## src/rtl/mem_arbiter.sv

```systemverilog
// mem_arbiter: shares one single-port synchronous RAM between instruction fetch and the memory stage.
// Latency: grant is combinational in the request cycle; read data returns exactly one cycle later.
// Backpressure: a requester that is not granted sees its stall output high and re-requests next cycle.
//
// Ports:
//   clk, rst (async, active-low)
//   if_req/if_addr -> if_stall/if_valid/if_rdata          fetch side
//   dm_req/dm_we/dm_addr/dm_wdata -> dm_stall/dm_valid/dm_rdata   data side
//   mem_en/mem_we/mem_addr/mem_wdata <- mem_rdata         RAM side
// Optional feature: define ARB_FAIRNESS_EN to force a fetch grant after MAX_DATA_WINS
// consecutive contested data grants. Without it, data has strict priority.
module mem_arbiter #(
    parameter int AW            = 32,
    parameter int DW            = 32,
    parameter int MAX_DATA_WINS = 4
) (
    input  logic          clk,
    input  logic          rst,
    input  logic          if_req,
    input  logic [AW-1:0] if_addr,
    output logic          if_stall,
    output logic          if_valid,
    output logic [DW-1:0] if_rdata,
    input  logic          dm_req,
    input  logic          dm_we,
    input  logic [AW-1:0] dm_addr,
    input  logic [DW-1:0] dm_wdata,
    output logic          dm_stall,
    output logic          dm_valid,
    output logic [DW-1:0] dm_rdata,
    output logic          mem_en,
    output logic          mem_we,
    output logic [AW-1:0] mem_addr,
    output logic [DW-1:0] mem_wdata,
    input  logic [DW-1:0] mem_rdata
);

    // The counter is 4 bits wide, so the threshold must fit in 1..15.
    if (MAX_DATA_WINS < 1 || MAX_DATA_WINS > 15) begin : g_bad_max
        $error("mem_arbiter: MAX_DATA_WINS must be in 1..15");
    end

    typedef enum logic [1:0] {
        PEND_NONE  = 2'd0,
        PEND_FETCH = 2'd1,
        PEND_DATA  = 2'd2
    } pend_t;

    pend_t pend;
    pend_t pend_nxt;
    logic  gnt_if;
    logic  gnt_dm;

`ifdef ARB_FAIRNESS_EN
    localparam logic [3:0] MAX_WINS = 4'(MAX_DATA_WINS);
    logic [3:0] win_cnt;
`endif

    // Grant selection. While reset is asserted nothing is granted, so both
    // stalls simply mirror their requests and the RAM stays idle.
    always_comb begin
        gnt_if = 1'b0;
        gnt_dm = 1'b0;
        if (rst) begin
            if (dm_req && if_req) begin
`ifdef ARB_FAIRNESS_EN
                if (win_cnt == MAX_WINS) gnt_if = 1'b1;
                else                     gnt_dm = 1'b1;
`else
                gnt_dm = 1'b1;
`endif
            end else if (dm_req) begin
                gnt_dm = 1'b1;
            end else if (if_req) begin
                gnt_if = 1'b1;
            end
        end
    end

    // Memory port drive; all fields are zero when idle so the bus is quiet.
    always_comb begin
        mem_en    = 1'b0;
        mem_we    = 1'b0;
        mem_addr  = '0;
        mem_wdata = '0;
        if (gnt_dm) begin
            mem_en    = 1'b1;
            mem_we    = dm_we;
            mem_addr  = dm_addr;
            mem_wdata = dm_wdata;
        end else if (gnt_if) begin
            mem_en    = 1'b1;
            mem_addr  = if_addr;
        end
    end

    assign if_stall = if_req & ~gnt_if;
    assign dm_stall = dm_req & ~gnt_dm;

    // Track who owns the read data returning next cycle. Stores need no response.
    always_comb begin
        pend_nxt = PEND_NONE;
        if (gnt_if)               pend_nxt = PEND_FETCH;
        else if (gnt_dm && !dm_we) pend_nxt = PEND_DATA;
    end

    always_ff @(posedge clk or negedge rst) begin
        if (!rst) pend <= PEND_NONE;
        else      pend <= pend_nxt;
    end

    assign if_valid = (pend == PEND_FETCH);
    assign dm_valid = (pend == PEND_DATA);
    assign if_rdata = if_valid ? mem_rdata : '0;
    assign dm_rdata = dm_valid ? mem_rdata : '0;

`ifdef ARB_FAIRNESS_EN
    // Counts data wins while fetch is waiting. A fetch grant, or fetch going
    // away while data is active, restarts the count; fully idle cycles hold it.
    always_ff @(posedge clk or negedge rst) begin
        if (!rst) begin
            win_cnt <= 4'd0;
        end else if (gnt_if) begin
            win_cnt <= 4'd0;
        end else if (gnt_dm && if_req) begin
            win_cnt <= win_cnt + 4'd1;
        end else if (!if_req && dm_req) begin
            win_cnt <= 4'd0;
        end
    end
`endif

endmodule

```

## config.mk

```make
export PLATFORM = sky130hd
export DESIGN_NAME = mem_arbiter
export DESIGN_NICKNAME = d
export VERILOG_FILES = /design/src/rtl/mem_arbiter.sv
export SDC_FILE = /design/constraint.sdc
export NUM_CORES = 1
export LEC_CHECK = 0
export CAP_MARGIN = 15
export CORE_AREA = 2 2 103 105
export CTS_BUF_LIST = sky130_fd_sc_hd__clkbuf_16
export CTS_CLUSTER_SIZE = 14
export DETAILED_ROUTE_END_ITERATION = 6
export DIE_AREA = 0 0 105 107
export GPL_TIMING_DRIVEN = 0
export PLACE_DENSITY_LB_ADDON = 0.12
export SYNTH_ARGS = -nofsm -noshare
export SYNTH_HDL_FRONTEND = slang
export SYNTH_SLANG_ARGS = --single-unit
```

## constraint.sdc

```tcl
create_clock -name clk -period 1.6 [get_ports clk]
set_clock_uncertainty 0.2 [all_clocks]
set_input_delay 0.32 -clock clk [delete_from_list [all_inputs] [get_ports clk]]
set_output_delay 0.32 -clock clk [all_outputs]
set_load 0.03 [all_outputs]
```

==> impl_metrics.py <==
metrics = {
    "run_status": {
        "status": "complete, but fails checks",
        "failed_checks": "negative setup slack",
    },
    "die": {
        "ioPinCount": 267,
        "dieArea_um2": 11200,
        "die_w_um": 105,
        "start_util": 0.117,
        "rows": 37,
        "die_h_um": 107,
        "core_area_um2": 10100,
    },
    "pwr": {
        "p_sw_uw": 598,
        "ir_drop_mv": 0.265,
        "pwr-share-seq": 0.033,
        "p_per_area_nw_per_um2": 346,
        "clkPwrFrac": 0.219,
        "p_int_uw": 1100,
        "p_sw_frac": 0.353,
        "p_leak_uw": 0.00257,
        "comb_power_share": 0.749,
        "finalPower_uw": 1700,
    },
    "grt": {
        "grt_usage": 0.142,
        "grt_antenna_before_repair": 0,
        "grt_pass1_vias": 2405,
        "grt_pass1_wl_mm": 12.9,
        "grt_max_degree": 11,
        "grt-ovfl-total": 0,
    },
    "sta": {
        "post-route-worst-setup-slack_ps": -245,
        "fin_crit_ps": 1840,
        "whs_ps": 328,
        "hold_viol": 0,
        "drv_slew": 0,
        "relSlewSlack": 0.861,
        "fin_crit_sh": 1.15,
        "worst_pin_slew_ps": 209,
        "fmax_mhz": 542,
        "rsz0062_at_grt": "true",
        "setup_violations": 100,
    },
    "synthesis": {
        "synth_top_area_frac": 0.348,
        "yosys-top-cells-area": "and2_1 (35%), a32o_1 (25%), and3_1 (17%)",
        "synth_top_area_cell": "and2_1",
        "yosysUniqueCellTypes": 14,
        "ys_ff_latch": 2,
        "synthesis.area_um2": 1180,
        "ys_warn_count": 0,
        "ys_seq_area_frac": 0.0422,
        "syn_area_per_cell_um2": 7.22,
        "syn_inst": 164,
        "syn_nets": 297,
    },
    "detailed_routing": {
        "vias": 2472,
        "drc_errors": 0,
        "routed_wl_mm": 9.37,
        "first_pass_iters": 4,
        "vias_per_cell": 4.22,
        "wire_per_inst_um": 16.0,
        "drtIter0Drc": 64,
        "drtAntennaViolNets": 0,
    },
    "placed_design": {
        "post-dp-hpwl_mm": 7.21,
        "io_buffers": 265,
        "place_congestion": 0.746,
        "place_ws_ps": -1390,
    },
    "clock_network": {
        "clock-sinks": 2,
        "root_buffer": "clkbuf_16",
        "clkTransAtPathRegs_ps": 30,
        "numCtsBuffers": 3,
        "clockBufferDepth": 2,
        "cts_max_level": 1,
        "tritoncts": "yes",
    },
    "layout": {
        "n_antenna_cell": 0,
        "largest_reg_flops": 2,
        "fin_util": 0.486,
        "fill_cells": 978,
        "drive_gt1_frac": 0.660,
        "reg.largest.list": "pend x2",
        "syn_to_final_growth_pct": 314,
        "final_net_count": 585,
        "largest_register": "pend",
    },
    "setup_path": {
        "cp.required_ps": 1080,
        "startpoint_type": "register",
        "endpoint_kind": "output port",
        "crit_type": "register to output port",
        "arrival_ps": 1320,
        "cp_max_fo": 5,
    },
    "hold_path": {
        "worstHoldPathType": "input port to register",
    },
    "flow_run": {
        "maxCapViolCount": 0,
    },
}
## metrics by stage
step	instances	cell area, um2	setup TNS, ps
2_1_floorplan	164	1300	-470
6_report	586	4910	-17790
3_5_place_dp	565	4120	-134830
4_1_cts	580	4520	-17880
3_3_place_gp	565	4120	-130580
5_1_grt	586	4910	-21520
## final timing paths
path | startpoint | endpoint | slack, ps | depth (start not counted)
worst min-delay path | dm_we | pend[1]$_DFF_PN0_ | 330 | 2
max in group asynchronous | rst | pend[1]$_DFF_PN0_ | 710 | 3
worst max-delay path | pend[0]$_DFF_PN0_ | if_rdata[3] | -240 | 5
min in group asynchronous | rst | pend[0]$_DFF_PN0_ | 360 | 3
## cell usage in the layout (no fill, tap or decap), drive strengths merged, types with 2 or more instances in the layout
master,synthesis,routed
and3,33,33
a32o,32,32
clkdlybuf4s50,0,97
dlymetal6s2s,0,19
clkbuf,14,14
and2,66,66
and2b,2,2
nor2b,4,4
dfrtp,2,2
dlygate4sd2,0,13
buf,10,165
## synthesized netlist by cell type (all sizes together)
library cell	count
buf	10
o21a	1
and2	66
nor2b	4
and2b	2
clkbuf	14
and3	33
dfrtp	2
a32o	32
## layout make-up
type	count	area [um2]	share of cell area
Multi-Input combinational cell	138	1270	0.260
Sequential cell	2	50.0	0.0102
Timing Repair Buffer	285	3120	0.635
Clock buffer	3	75.1	0.0153
Tap cell	136	170	0.0347
Buffer	22	219	0.0446
## routing by layer
metal	GRT usage	vias to the layer above	wire, um
li1	-	1185	-
met1	0.145	1139	3170
met2	0.295	146	5380
met3	0.0377	2	793
met4	0.0124	0	27
met5	0	-	0
## power groups by stage
stage | clock [uW] | sequential (uW) | combinational [uW]
after floorplan | 0 | 54.1 | 473
after global placement | 0 | 54.1 | 1090
after detailed placement | 0 | 54.2 | 1100
after CTS | 380 | 54.9 | 1200
after global routing | 385 | 55.2 | 1330
final | 371 | 55.1 | 1270
## logic make-up (layout without fill, tap and decap cells)
| family | count (synthesis) | count (layout) | synth area share |
|---|---|---|---|
| compound gates | 33 | 33 | 0.279 |
| buf+inv | 24 | 310 | 0.120 |
| flops | 2 | 2 | 0.0422 |
| simple gates | 105 | 105 | 0.559 |
## worst max-delay path, cell delays in order, from the launching register on
cell	delay, ps
dfrtp_1	400
nor2b_4	150
buf_12	130
clkbuf_16	140
and2_4	150
buf_6	130
## repair_timing
item	in CTS	in global routing
cloned	6	2
hold buffers	1	0
pin swaps	14	30
endpoints found under the hold margin	2	0
setup buffers	8	4
setup endpoints to repair	136	124
resized for setup	971	115
No activity file was read; power rests on OpenSTA's default activity.
